===== config.mk =====
export PLATFORM = sky130hd
export DESIGN_NAME = ps2_host_tx
export DESIGN_NICKNAME = d
export VERILOG_FILES = /design/src/rtl/ps2_host_tx.sv
export SDC_FILE = /design/constraint.sdc
export NUM_CORES = 1
export LEC_CHECK = 0
export CORE_AREA = 2 2 71 73
export CTS_CLUSTER_DIAMETER = 200
export DETAILED_ROUTE_END_ITERATION = 8
export DIE_AREA = 0 0 73 75
export PLACE_DENSITY = 0.9
export SETUP_SLACK_MARGIN = 0.02
export SLEW_MARGIN = 20
export SYNTH_ARGS = -nofsm -noshare
export SYNTH_HDL_FRONTEND = slang
export SYNTH_SLANG_ARGS = --single-unit

===== constraint.sdc =====
create_clock -name clk -period 6 [get_ports clk]
set_input_delay 1.2 -clock clk [delete_from_list [all_inputs] [get_ports clk]]
set_output_delay 1.2 -clock clk [all_outputs]
set_load 0.1 [all_outputs]

===== src/rtl/ps2_host_tx.sv =====
// PS/2 host-to-device command transmitter: inhibit, request-to-send, 11-clock frame, ack check, watchdog.
// Define PS2_TX_RETRY_EN to re-send a failed byte once before reporting ack_err/timeout.
module ps2_host_tx #(
  parameter int INHIBIT_CYCLES = 2500,
  parameter int TIMEOUT_CYCLES = 400000,
  parameter int FILTER_LEN     = 4
) (
  input  logic       clk,
  input  logic       reset,
  input  logic [7:0] tx_data,
  input  logic       tx_valid,
  output logic       tx_ready,
  input  logic       ps2clk_in,
  input  logic       ps2data_in,
  output logic       ps2clk_oe,
  output logic       ps2data_oe,
  output logic       busy,
  output logic       done,
  output logic       ack_err,
  output logic       timeout
);
  localparam int IW = $clog2(INHIBIT_CYCLES);
  localparam int TW = $clog2(TIMEOUT_CYCLES);
  localparam int FW = $clog2(FILTER_LEN);
`ifdef PS2_TX_RETRY_EN
  localparam bit RETRY = 1'b1;
`else
  localparam bit RETRY = 1'b0;
`endif

  typedef enum logic [2:0] {
    S_IDLE, S_INHIBIT, S_REQ, S_DATA, S_PARITY, S_STOP, S_ACK_OK, S_WAIT_IDLE
  } state_t;

  state_t        r_state, w_state_nx;
  logic [1:0]    r_clk_s, r_dat_s;
  logic          r_clk_f;
  logic [FW-1:0] r_fcnt;
  logic [7:0]    r_byte, w_byte_nx;
  logic          r_par, w_par_nx;
  logic [2:0]    r_bitcnt, w_bitcnt_nx, w_bitnx;
  logic [IW-1:0] r_icnt, w_icnt_nx;
  logic [TW-1:0] r_wdog, w_wdog_nx;
  logic          r_clk_oe, w_clk_oe_nx, r_dat_oe, w_dat_oe_nx;
  logic          r_done, w_done_nx, r_ackerr, w_ackerr_nx, r_tmo, w_tmo_nx;
  logic          r_retry, w_retry_nx, r_redo, w_redo_nx;
  logic          w_fall, w_active, w_tmo_hit, w_can_retry, w_restart;

  // Filtered clock flips only after FILTER_LEN consecutive differing samples
  always_ff @(posedge clk) begin
    if (reset) begin
      r_clk_s <= 2'b11;
      r_dat_s <= 2'b11;
      r_clk_f <= 1'b1;
      r_fcnt  <= '0;
    end else begin
      r_clk_s <= {r_clk_s[0], ps2clk_in};
      r_dat_s <= {r_dat_s[0], ps2data_in};
      if (r_clk_s[1] == r_clk_f) r_fcnt <= '0;
      else if (r_fcnt == FW'(FILTER_LEN-1)) begin
        r_clk_f <= r_clk_s[1];
        r_fcnt  <= '0;
      end else r_fcnt <= r_fcnt + 1'b1;
    end
  end

  assign w_fall      = r_clk_f & ~r_clk_s[1] & (r_fcnt == FW'(FILTER_LEN-1));
  assign w_active    = r_state inside {S_REQ, S_DATA, S_PARITY, S_STOP, S_ACK_OK, S_WAIT_IDLE};
  assign w_tmo_hit   = w_active && (r_wdog == TW'(TIMEOUT_CYCLES-1));
  assign w_can_retry = RETRY & ~r_retry;
  assign w_bitnx     = r_bitcnt + 3'd1;

  always_comb begin
    w_state_nx  = r_state;
    w_byte_nx   = r_byte;
    w_par_nx    = r_par;
    w_bitcnt_nx = r_bitcnt;
    w_icnt_nx   = r_icnt;
    w_wdog_nx   = (w_fall || !w_active) ? '0 : r_wdog + 1'b1;
    w_clk_oe_nx = r_clk_oe;
    w_dat_oe_nx = r_dat_oe;
    w_done_nx   = 1'b0;
    w_ackerr_nx = 1'b0;
    w_tmo_nx    = 1'b0;
    w_retry_nx  = r_retry;
    w_redo_nx   = r_redo;
    w_restart   = 1'b0;
    case (r_state)
      S_IDLE: if (tx_valid) begin
        w_byte_nx   = tx_data;
        w_par_nx    = ~^tx_data;
        w_bitcnt_nx = '0;
        w_icnt_nx   = '0;
        w_clk_oe_nx = 1'b1;
        w_retry_nx  = 1'b0;
        w_redo_nx   = 1'b0;
        w_state_nx  = S_INHIBIT;
      end
      S_INHIBIT: begin
        w_icnt_nx = r_icnt + 1'b1;
        if (r_icnt == IW'(INHIBIT_CYCLES-2)) w_dat_oe_nx = 1'b1;
        if (r_icnt == IW'(INHIBIT_CYCLES-1)) begin
          w_clk_oe_nx = 1'b0;
          w_state_nx  = S_REQ;
        end
      end
      S_REQ: if (w_fall) begin
        w_dat_oe_nx = ~r_byte[0];
        w_bitcnt_nx = '0;
        w_state_nx  = S_DATA;
      end
      S_DATA: if (w_fall) begin
        if (r_bitcnt == 3'd7) begin
          w_dat_oe_nx = ~r_par;
          w_state_nx  = S_PARITY;
        end else begin
          w_bitcnt_nx = w_bitnx;
          w_dat_oe_nx = ~r_byte[w_bitnx];
        end
      end
      S_PARITY: if (w_fall) begin
        w_dat_oe_nx = 1'b0;
        w_state_nx  = S_STOP;
      end
      S_STOP: if (w_fall) begin
        if (!r_dat_s[1]) w_state_nx = S_ACK_OK;
        else begin
          w_state_nx = S_WAIT_IDLE;
          if (w_can_retry) w_redo_nx = 1'b1;
          else w_ackerr_nx = 1'b1;
        end
      end
      S_ACK_OK, S_WAIT_IDLE: if (r_clk_f && r_dat_s[1]) begin
        if (r_redo) w_restart = 1'b1;
        else begin
          w_done_nx  = (r_state == S_ACK_OK);
          w_state_nx = S_IDLE;
        end
      end
      default: w_state_nx = S_IDLE;
    endcase
    // Watchdog wins over anything decided above in the same cycle
    if (w_tmo_hit) begin
      w_done_nx   = 1'b0;
      w_ackerr_nx = 1'b0;
      if (w_can_retry) w_restart = 1'b1;
      else begin
        w_clk_oe_nx = 1'b0;
        w_dat_oe_nx = 1'b0;
        w_tmo_nx    = 1'b1;
        w_state_nx  = S_IDLE;
      end
    end
    if (w_restart) begin
      w_state_nx  = S_INHIBIT;
      w_clk_oe_nx = 1'b1;
      w_dat_oe_nx = 1'b0;
      w_icnt_nx   = '0;
      w_bitcnt_nx = '0;
      w_redo_nx   = 1'b0;
      w_retry_nx  = 1'b1;
    end
  end

  always_ff @(posedge clk) begin
    if (reset) begin
      r_state  <= S_IDLE;
      r_byte   <= '0;
      r_par    <= 1'b0;
      r_bitcnt <= '0;
      r_icnt   <= '0;
      r_wdog   <= '0;
      r_clk_oe <= 1'b0;
      r_dat_oe <= 1'b0;
      r_done   <= 1'b0;
      r_ackerr <= 1'b0;
      r_tmo    <= 1'b0;
      r_retry  <= 1'b0;
      r_redo   <= 1'b0;
    end else begin
      r_state  <= w_state_nx;
      r_byte   <= w_byte_nx;
      r_par    <= w_par_nx;
      r_bitcnt <= w_bitcnt_nx;
      r_icnt   <= w_icnt_nx;
      r_wdog   <= w_wdog_nx;
      r_clk_oe <= w_clk_oe_nx;
      r_dat_oe <= w_dat_oe_nx;
      r_done   <= w_done_nx;
      r_ackerr <= w_ackerr_nx;
      r_tmo    <= w_tmo_nx;
      r_retry  <= w_retry_nx;
      r_redo   <= w_redo_nx;
    end
  end

  assign tx_ready   = (r_state == S_IDLE);
  assign busy       = (r_state != S_IDLE);
  assign ps2clk_oe  = r_clk_oe;
  assign ps2data_oe = r_dat_oe;
  assign done       = r_done;
  assign ack_err    = r_ackerr;
  assign timeout    = r_tmo;
endmodule


=== Word level (Yosys, flattened, before mapping) ===
Index checks and enable logic that the tools add are counted.

* Add/sub/neg operators: 4
* Multiply operators: 0
* Divide/modulo/power cells: 0
* $lt $le $gt $ge: 1
* Equal/unequal tests: 31
* Shift operators: 0
* Muxes and demuxes: 32
* Bitwise gates (word level): 11
* Reductions and logical operators: 26

{| class="wikitable"
|+ Operator list
! operator !! number
|-
| $mux W3 || 12
|-
| $eq A12 B12 Y1 const B || 2
|-
| $pmux W12 S2 || 1
|-
| $pmux W3 S7 || 1
|-
| $add A19 B1 Y19 const B || 1
|-
| $eq A19 B19 Y1 const B || 1
|-
| $ne A2 B2 Y1 const B || 9
|-
| $ne A3 B3 Y1 const B || 6
|-
| $reduce_and A8 Y1 || 2
|-
| $eq A3 B3 Y1 const B || 5
|-
| $mux W1 || 13
|-
| $add A12 B1 Y12 const B || 1
|-
| $mux W12 || 1
|-
| $reduce_and A5 Y1 || 2
|-
| $not A1 Y1 || 9
|-
| $pmux W3 S3 || 1
|-
| $reduce_bool A4 Y1 || 2
|-
| $reduce_or A4 Y1 || 2
|-
| $reduce_xnor A8 Y1 || 1
|-
| $eq A3 B2 Y1 const B || 2
|-
| $ne A3 B2 Y1 const B || 2
|-
| $reduce_and A2 Y1 || 3
|-
| $reduce_bool A3 Y1 || 2
|-
| $reduce_bool A6 Y1 || 1
|-
| other kinds (19) || 23
|}

* Register bits: 58
* Bits in latches: 0
* Bits in writable memories: 0
* Bits in read-only memories: 0
* Bits of input ports: 13
* Output and inout port bits: 7
* Memories: 0

=== Logic depth before layout (Yosys ltp) ===
Gate-level depths: netlist of the first run.

* Depth after elaboration: 7
* Gate-level depth with buffers: 7
* Mapped depth without buffers: 7

=== Least setup slack after synthesis of the first run ===
Ideal clock, no wire load.

* Kind: register to output
* Start point: register r_state[1]
* End point: output busy
* Data arrival time: 2.270 ns
* Data required time: 4.800 ns
* Setup slack: 2.530 ns
* Stages on the path, launching flop included: 3
* Path buffers: 0
* Path through: dfxtp_1 -> nor3_2 -> inv_2

* Cells in the longest elaborated chain, start to end: 1

{| class="wikitable"
|+ Ends and longest elaborated chain
! what !! line !! text
|-
| start, declared || 35 || <nowiki>state_t r_state, w_state_nx;</nowiki>
|-
| start signal, assigned || 181 || <nowiki>r_state <= w_state_nx;</nowiki>
|-
| $reduce_bool A3 Y1 || 198 || <nowiki>assign busy = (r_state != S_IDLE);</nowiki>
|-
| end, declared || 17 || <nowiki>output logic busy,</nowiki>
|}

No other way between the ends.

=== Worst setup path in the final report of the first run ===
* Start point: register r_state[1]
* End point: output tx_ready

* Cells in the longest elaborated chain, start to end: 1

{| class="wikitable"
|+ Ends and longest elaborated chain
! what !! line !! text
|-
| $logic_not A3 Y1 || 197 || <nowiki>assign tx_ready = (r_state == S_IDLE);</nowiki>
|-
| end, declared || 12 || <nowiki>output logic tx_ready,</nowiki>
|}

No other way between the ends.

==> metrics.cfg, run 1 <==
[sta]
finalWorstPathRequiredPeriod_ns=3.54
slew_viol_final=0
maxSlewHeadroom_pct=35.0
fmax_mhz=283
hold_viol=0
tns_ns=0
skew_ns=0.00592
setup_ws_ns=2.46
tightest_slew_ns=0.972
final.period_utilization_pct=58.9
setup_violations=0
grt_setup_unrepaired=false

[critical_path]
crit_fanout=14
required_ns=4.80
r2r_end=ps2data_oe
r2r_slack_ns=3.65
rr_startpoint=r_bitcnt[0]
rr_worst_depth=7
worstSetupPathType=flop to primary output
start_kind=flop
end_kind=primary output
cp.arrival_ns=2.34

[routing]
first_pass_iters=5
routedWlPerCell_um=13.7
vias_per_cell=5.82
vias=2288
dr.first_iter.drc_count=80
ant_nets=0
drt-total-wl_mm=5.38
route.detailed.drc=0

[run_status]
status=completed

[die]
rows=25
initial_core_util_pct=58.1
ios=20
dieArea_mm2=0.00548
dieWidth_um=73
core_mm2=0.00466
die_height_um=75

[finish]
layout-drive-gt1-share_pct=8.55
n_antenna_cell=0
layout.nets=355
final_cell_area_mm2=0.00314
syn2layout_area_growth_pct=16.0
finalNonFillerCells=393

[synth]
yosysTopAreaCellShare_pct=42.8
ys.flop_type=dfxtp_1
ys_warn_count=0
ys_ff_latch=58
netlist_top_cells_count=dfxtp_1, nor2_1, nand2_1, nand3_1, a21oi_1
synth_cell_types=55
synth-async-reset-ratio_pct=0
ys_seq_area_share_pct=42.8
syn_inst=316
synth-edff-count=0
avgSynthCellArea_um2=8.58
syn_area_mm2=0.00271
synth_area_leaders=dfxtp_1, nor2_1, nand2_1, xnor2_1, nand3_1
syn-num-nets=336
yosys.area.top_type=dfxtp_1
synth_most_common_cell=dfxtp_1

[clock_network]
cts.htree.levels=3
root_buffer=clkbuf_8
clockBufferDepth=2
hold_buffers=0
clkLatencyLatePin_ns=0.34
tritoncts=done
post_cts_buffers=0
cts_resized=0
path_clk_slew_ns=0.06
cts_buffers=9
cts_sinks=58

[placement]
place_ws_ns=2.84
gp_congestion=0.903
dp_cells=378
place_area_mm2=0.00292
port-buffer-count=19
post-dp-hpwl_mm=3.80

[power_and_ir_drop]
p_seq_share_pct=37.2
leakage_uw=0.00110
total_power_uw=1230
p_int_uw=780
p_per_area_mw_per_mm2=392
power_switching_share_pct=36.7
power_frac_comb_pct=31.4
p_switching_uw=453
clkPwrFrac_pct=31.4
worst_ir_drop_vdd_v=0.000402

[worst_hold_path]
min_from=r_clk_s[0]
min_to=r_clk_s[1]
min_path_cells=1
min_path_type=flop to flop

[global_route]
grt_pass1_vias=2131
grt_max_degree=34
overflow=0
grtUsageTotal_pct=22.4
antenna_found_initial=0
grt_pass1_wl_mm=9.27

[job]
cap_violations=0

[area by class of cell]
| class | instances | area [um2] |
|---|---|---|
| sequential | 58 | 1160 |
| tap | 54 | 67.6 |
| fill | 367 | 1520 |
| clock buffer | 14 | 193 |
| timing repair buffer | 20 | 198 |
| inverter | 8 | 30.0 |
| clock inverter | 1 | 30.0 |
| multi-input combinational | 238 | 1470 |
[through the flow]
step | hold slack, ns | util [%]
after floorplan | 0.383 | -
after global placement | 0.387 | 62.7
after detailed placement | 0.399 | 62.7
after CTS | 0.414 | 67.5
after global routing | 0.437 | 67.5
final | 0.410 | 67.5
[cell families (layout without fill, tap and decap cells)]
kind of cell	count (synthesis)	count (layout)	share of synthesized area, %
and+or+nand+nor	151	151	27.9
DFF	58	58	42.8
AOI/OAI and AO/OA	50	50	11.7
xor gates and xnor gates	22	22	7.11
buffers and inverters	20	43	3.09
muxes	8	8	4.06
adders and majority gates	7	7	3.23
[worst max-delay path by stage]
stage          startpoint  endpoint  slack [ns]  depth (start not counted)
2_1_floorplan  r_state[1]      busy        2.53                          2
3_3_place_gp   r_state[0]  tx_ready        2.86                          2
3_5_place_dp   r_state[1]  tx_ready        2.84                          2
4_1_cts        r_state[1]  tx_ready        2.45                          2
5_1_grt        r_state[0]  tx_ready        2.33                          2
6_report       r_state[1]  tx_ready        2.46                          2
[power by group through the flow]
| stage | Combinational [uW] | Sequential, uW | Clock [uW] |
|---|---|---|---|
| final | 387 | 458 | 387 |
| after detailed placement | 382 | 465 | 0 |
| after CTS | 386 | 457 | 396 |
| after global routing | 416 | 465 | 414 |
| after global placement | 374 | 461 | 0 |
| after floorplan | 306 | 467 | 0 |
[sequential cells by signal, indices dropped and copies added, names as in the netlist]
register and count:
timeout 1, r_par 1, r_dat_s 2, ack_err 1
r_icnt 12, done 1, r_state 3, r_clk_s 2
ps2data_oe 1, r_fcnt 2, r_byte 8, r_bitcnt 3
ps2clk_oe 1, r_wdog 19, r_clk_f 1
[cells in the final DEF (no fill, tap or decap), types with 3 or more instances in the layout]
master | Yosys | final
nor4_1 | 7 | 7
a31oi_1 | 5 | 5
mux2_1 | 3 | 3
nor2_1 | 41 | 41
xnor2_1 | 13 | 13
dfxtp_1 | 58 | 58
or3_1 | 4 | 4
clkdlybuf4s50_1 | 0 | 19
nand4_1 | 3 | 3
clkbuf_8 | 0 | 14
and2_1 | 3 | 3
nand2_1 | 40 | 40
or2_1 | 4 | 4
o22ai_1 | 3 | 3
o21ai_0 | 6 | 6
nand2b_1 | 3 | 3
ha_1 | 7 | 7
o211ai_1 | 3 | 3
nor3_1 | 3 | 3
and3_1 | 4 | 4
nand3_1 | 20 | 20
a21oi_1 | 19 | 19
inv_1 | 6 | 6
xor2_1 | 9 | 9
[critical path: stages (launching register included)]
cell	delay, ns
dfxtp_1	0.44
nor3_2	0.36
clkdlybuf4s50_1	1.20
[layer usage]
layer | wire, um | part of all wire [%] | global-route usage (%) | vias to the layer above
met2 | 2670 | 50 | 38.6 | 78
li1 | - | - | - | 1140
met4 | 112 | 2.1 | 8.64 | 0
met5 | 0 | 0 | 0 | -
met1 | 2290 | 43 | 24.9 | 1053
met3 | 306 | 5.7 | 8.84 | 17
Note: power is estimated with default switching activity, not from simulation.
==> run 2, diff against run 1 <==
Settings changed: CORE_AREA 2 2 71 73 to 2 2 76 78, DIE_AREA 0 0 73 75 to 0 0 78 80, PLACE_DENSITY 0.9 to 0.84.
Clock period 6 ns to 2.9 ns, I/O delays scaled along.
==> metrics.cfg, run 2 (synthesized netlist as in run 1, its figures left out) <==
[critical_path]
slowest_stage=mux4_2  ; was clkdlybuf4s50_1
cp_top_family=multiplexers  ; was buffers and inverters
worst_path_largest_cell_delay_ns=0.52  ; was 1.20 ns
crit_buf_inv=0  ; was 1
cp.arrival_ns=2.45  ; was 2.34 ns
cp_cell_sequence=ha_1 -> ha_1 -> mux4_2 -> mux2_2 -> mux2i_1 -> a31oi_1 -> a211oi_1  ; was nor3_2 -> clkdlybuf4s50_1
worstSetupPathType=flop to flop  ; was flop to primary output
start_kind=flop  ; unchanged
required_ns=3.16  ; was 4.80 ns
end_kind=flop  ; was primary output
cp_common_cell=ha_1
crit_fanout=3  ; was 14

[finish]
largest_register_ffs=19  ; unchanged
syn2layout_area_growth_pct=16.7  ; was 16.0%
n_antenna_cell=0  ; unchanged
multiInputGateArea_mm2=0.00147  ; about the same
final_cell_mix=dfxtp_1, nor2_1, nand2_1  ; unchanged
final_core_util_pct=58.5  ; was 67.5%
final_common_cell=dfxtp_1  ; unchanged
layout.nets=355  ; unchanged
fillers=493  ; was 367
regMostFlops=r_wdog  ; unchanged
top_regs=r_wdog: 19 flops, r_icnt: 12 flops, r_byte: 8 flops  ; unchanged
layout-drive-gt1-share_pct=10.6  ; was 8.55%
regArea_mm2=0.00116  ; unchanged

[die]
die_height_um=80  ; was 75 um
dieArea_mm2=0.00624  ; was 0.00548 mm2
initial_core_util_pct=50.1  ; was 58.1%
dieWidth_um=78  ; was 73 um
core_mm2=0.00541  ; was 0.00466 mm2
ios=20  ; unchanged
rows=27  ; was 25

[clock_network]
cts_buffers=9  ; unchanged
hold_buffers=0  ; unchanged
cts_sinks=58  ; unchanged
post_cts_buffers=0  ; unchanged
path_clk_slew_ns=0.06  ; about the same
root_buffer=clkbuf_8  ; unchanged
cts_resized=0  ; unchanged
cts.htree.levels=3  ; unchanged
clockBufferDepth=2  ; unchanged
tritoncts=done  ; unchanged
clkLatencyLatePin_ns=0.34  ; about the same

[sta]
fmax_mhz=456
hold_viol=0  ; unchanged
finalWorstPathRequiredPeriod_ns=2.19
grt_setup_unrepaired=false  ; unchanged
slew_viol_final=0  ; unchanged
setup_violations=0  ; unchanged
skew_ns=0.00686  ; was 0.00592 ns
setup_ws_ns=0.706  ; was 2.46 ns
tightest_slew_ns=0.727  ; was 0.972 ns
tns_ns=0  ; unchanged
final.period_utilization_pct=75.7
maxSlewHeadroom_pct=51.4  ; was 35.0%

[power_and_ir_drop]
worst_ir_drop_vdd_v=0.000836  ; was 0.000402 V
total_power_uw=2590  ; was 1230 uW
leakage_uw=0.00111  ; was 0.00110 uW
p_per_area_mw_per_mm2=819  ; was 392 mW/mm2

[routing]
route.detailed.drc=0  ; unchanged
vias_per_cell=5.54  ; was 5.82
drt-total-wl_mm=5.46  ; was 5.38 mm
first_pass_iters=6  ; was 5
ant_nets=0  ; unchanged
routedWlPerCell_um=13.3  ; was 13.7 um
vias=2282  ; was 2288
dr.first_iter.drc_count=134  ; was 80

[global_route]
grt_max_degree=33  ; was 34
grt_pass1_vias=2207  ; was 2131
antenna_found_initial=0  ; unchanged
grt_pass1_wl_mm=9.48  ; was 9.27 mm
overflow=0  ; unchanged
grtUsageTotal_pct=19.5  ; was 22.4%

[placement]
gp_congestion=0.902  ; was 0.903
port-buffer-count=19  ; unchanged
place_ws_ns=0.733  ; was 2.84 ns
post-dp-hpwl_mm=3.83  ; was 3.80 mm

[run_status]
status=completed  ; unchanged

[job]
cap_violations=0  ; unchanged

[worst_hold_path]
min_path_type=flop to flop  ; unchanged

## run 2: final cells by class
| cell class | count | area share, % |
|---|---|---|
| clock buffer | 12 | 4.91 |
| clock inverter | 4 | 2.33 |
| inverter | 8 | 0.950 |
| multi-input combinational | 238 | 46.5 |
| sequential | 58 | 36.7 |
| tap | 72 | 2.85 |
| timing repair buffer | 20 | 5.70 |
## run 2: path summary, 6_finish.rpt
path	cells after the start	slack, ns	end	from
min reg2reg	1	0.41	r_dat_s[1]	r_dat_s[0]
max reg2reg	7	0.71	ps2data_oe	r_bitcnt[0]
min	1	0.41	r_dat_s[1]	r_dat_s[0]
max	7	0.71	ps2data_oe	r_bitcnt[0]
## run 2: through the flow
step                instances  cell area (um2)  hold slack, ns
detailed placement        396             2930           0.401
CTS                       412             3160           0.417
finish                    412             3160           0.413
global route              412             3160           0.427
global placement          396             2930           0.388
floorplan                 316             2720           0.383
## run 2: metal layers
layer	share of wire [%]	up-vias	routed length, um	GRT usage [%]
met2	48	64	2630	33.2
met1	43	1067	2360	21.6
li1	-	1143	-	-
met4	1.7	0	91	9.30
met3	6.9	8	379	7.01
met5	0	-	0	0
## run 2: report_power, final
part           switching, uW  total, uW  internal (uW)
registers               91.6        953            861
clock network            314        844            531
logic                    555        794            238
total                    961       2590           1630
==> run 3, diff against run 2 <==
Settings changed: CORE_AREA 2 2 76 78 to 2 2 72 74, DIE_AREA 0 0 78 80 to 0 0 74 76, PLACE_DENSITY 0.84 to 0.88.
Clock period 2.9 ns to 2.1 ns, I/O delays scaled along.
==> metrics.cfg, run 3 (synthesized netlist as in run 1, its figures left out) <==
[run_status]
status=completed  ; unchanged

[sta]
finalWorstPathRequiredPeriod_ns=2.00  ; was 2.19 ns
tightest_slew_ns=0.616  ; was 0.727 ns
fmax_mhz=500  ; was 456 MHz
slew_viol_final=0  ; unchanged
setup_violations=0  ; unchanged
tns_ns=0  ; unchanged
skew_ns=0.00444  ; was 0.00686 ns
grt_setup_unrepaired=true  ; was false
maxSlewHeadroom_pct=58.6  ; was 51.4%
final.period_utilization_pct=95.3  ; was 75.7%
hold_viol=0  ; unchanged

[critical_path]
rr_worst_depth=7  ; unchanged
cp_common_cell=ha_4  ; was ha_1
cp.arrival_ns=2.26  ; was 2.45 ns
end_kind=flop  ; unchanged
rr_startpoint=r_bitcnt[1]  ; was r_bitcnt[0]
worst_path_largest_cell_delay_ns=0.47  ; was 0.52 ns
r2r_slack_ns=0.1  ; was 0.71 ns
required_ns=2.36  ; was 3.16 ns
crit_fanout=2  ; was 3
cp_cell_sequence=ha_4 -> ha_4 -> mux4_2 -> mux2_2 -> mux2i_1 -> a31oi_1 -> a211oi_1  ; was ha_1 -> ha_1 -> mux4_2 -> mux2_2 -> mux2i_1 -> a31oi_1 -> a211oi_1
slowest_stage=mux4_2  ; unchanged
r2r_end=ps2data_oe  ; unchanged
worstSetupPathType=flop to flop  ; unchanged
start_kind=flop  ; unchanged

[global_route]
grt_util_met3_pct=8.73  ; was 7.01%
grt_max_degree=29  ; was 33
grt_pass1_vias=2213  ; was 2207
grt_pass1_wl_mm=9.73  ; was 9.48 mm
use_met2_pct=36.1  ; was 33.2%
use_met1_pct=25.7  ; was 21.6%
antenna_found_initial=0  ; unchanged
overflow=0  ; unchanged
grtUsageTotal_pct=22.4  ; was 19.5%
grt-busiest-layer=met2  ; unchanged

[finish]
syn2layout_area_growth_pct=22.3  ; was 16.7%
final_cell_mix=dfxtp_1, nand2_1, nor2_1  ; was dfxtp_1, nor2_1, nand2_1
final_cell_area_mm2=0.00332  ; was 0.00316 mm2
layout-drive-gt1-share_pct=16.1  ; was 10.6%
largest_register_ffs=19  ; unchanged
regMostFlops=r_wdog  ; unchanged
top_regs=r_wdog: 19 flops, r_icnt: 12 flops, r_byte: 8 flops  ; unchanged
final_common_cell=dfxtp_1  ; unchanged
n_antenna_cell=0  ; unchanged
fillers=386  ; was 493
layout.nets=368  ; was 355

[clock_network]
clockBufferDepth=2  ; unchanged
tritoncts=done  ; unchanged
cts_sinks=58  ; unchanged
hold_buffers=0  ; unchanged
clkLatencyLatePin_ns=0.34  ; about the same
cts_buffers=9  ; unchanged
root_buffer=clkbuf_8  ; unchanged
path_clk_slew_ns=0.07  ; was 0.06 ns
cts.htree.levels=3  ; unchanged

[die]
dieWidth_um=74  ; was 78 um
rows=26  ; was 27
die_height_um=76  ; was 80 um
ios=20  ; unchanged
initial_core_util_pct=55.2  ; was 50.1%
dieArea_mm2=0.00562  ; was 0.00624 mm2
core_mm2=0.00491  ; was 0.00541 mm2

[placement]
gp_congestion=0.824  ; was 0.902
post-dp-hpwl_mm=4.00  ; was 3.83 mm
port-buffer-count=19  ; unchanged
place_area_mm2=0.00308  ; was 0.00293 mm2

[job]
cap_violations=0  ; unchanged

[routing]
routedWlPerCell_um=13.9  ; was 13.3 um
ant_nets=0  ; unchanged
route.detailed.drc=0  ; unchanged
vias=2361  ; was 2282
dr.first_iter.drc_count=116  ; was 134
first_pass_iters=4  ; was 6
vias_per_cell=5.58  ; was 5.54
drt-total-wl_mm=5.88  ; was 5.46 mm

[worst_hold_path]
min_path_cells=1  ; unchanged
min_path_type=flop to flop  ; unchanged
min_to=r_dat_s[1]  ; unchanged
min_from=r_dat_s[0]  ; unchanged

[power_and_ir_drop]
worst_ir_drop_vdd_v=0.00145  ; was 0.000836 V
p_per_area_mw_per_mm2=1130  ; was 819 mW/mm2
leakage_uw=0.00118  ; was 0.00111 uW

## run 3: cell types whose count changed in the layout (fill, tap and decap cells not counted), moves of 2 or more
cell | before | now
buf_12 | 0 | 2
dfxtp_2 | 0 | 3
ha_4 | 0 | 2
dfxtp_1 | 58 | 55
clkinv_2 | 1 | 3
ha_1 | 7 | 5
buf_4 | 8 | 19
## run 3: critical path, delay by kind of cell, from the launching register on
kind                     cells  cell delay (ns)
flip-flops                   1             0.34
multiplexers                 3             0.86
adder cells (fa/ha/maj)      2             0.42
AO/OA/AOI/OAI                2             0.29
## run 3: timing repair
item,in CTS,in global routing
endpoints found under the hold margin,0,0
buffers inserted,0,1
endpoints found under the setup margin,1,1
resized for setup,1,4
pin swaps,1,3
## run 3: layer usage
layer | part of all wire (%) | wire [um]
met1 | 42 | 2490
met2 | 52 | 3040
met3 | 4.3 | 251
met4 | 1.7 | 102
met5 | 0 | 0
## run 3: worst max-delay path by stage
| stage | start | end | slack, ns | cells past startpoint |
|---|---|---|---|---|
| detailed placement | r_bitcnt[0] | ps2data_oe | -0.02 | 7 |
| floorplan | r_state[0] | r_state[0] | -0.21 | 6 |
| CTS | r_bitcnt[0] | ps2data_oe | 0.04 | 7 |
| global route | r_bitcnt[1] | ps2data_oe | -0.007 | 7 |
| finish | r_bitcnt[1] | ps2data_oe | 0.1 | 7 |
| global placement | r_bitcnt[0] | ps2data_oe | 0.04 | 7 |
## run 3: metrics by stage
| step | utilization (%) | instances | hold slack [ns] | total power, uW | worst slack (ns) |
|---|---|---|---|---|---|
| 5_1_grt | 67.5 | 423 | 0.440 | 3940 | -0.00711 |
| 2_1_floorplan | - | 316 | 0.383 | 2300 | -0.213 |
| 6_report | 67.5 | 423 | 0.409 | 3740 | 0.0996 |
| 4_1_cts | 67.0 | 422 | 0.410 | 3750 | 0.0425 |
| 3_3_place_gp | 62.6 | 406 | 0.388 | 2660 | 0.0428 |
| 3_5_place_dp | 62.6 | 406 | 0.395 | 2690 | -0.0235 |
## run 3: final cells by class
type                    instances  area, um2  share of cell area [%]
clock buffers                  11        151                    4.57
clock inverters                 5       52.6                    1.58
inverters                       8       43.8                    1.32
multi-input cells             238       1510                    45.6
flip-flops and latches         58       1160                    35.1
well taps                      70       87.6                    2.64
repair buffers                 33        303                    9.13
## run 3: power breakdown
part           internal [uW]  switching (uW)  leakage, uW  total [uW]
clock                    605             440     0.000105        1040
sequential              1190            87.5     0.000472        1280
combinational            555             866     0.000606        1420
total                   2350            1390      0.00118        3740
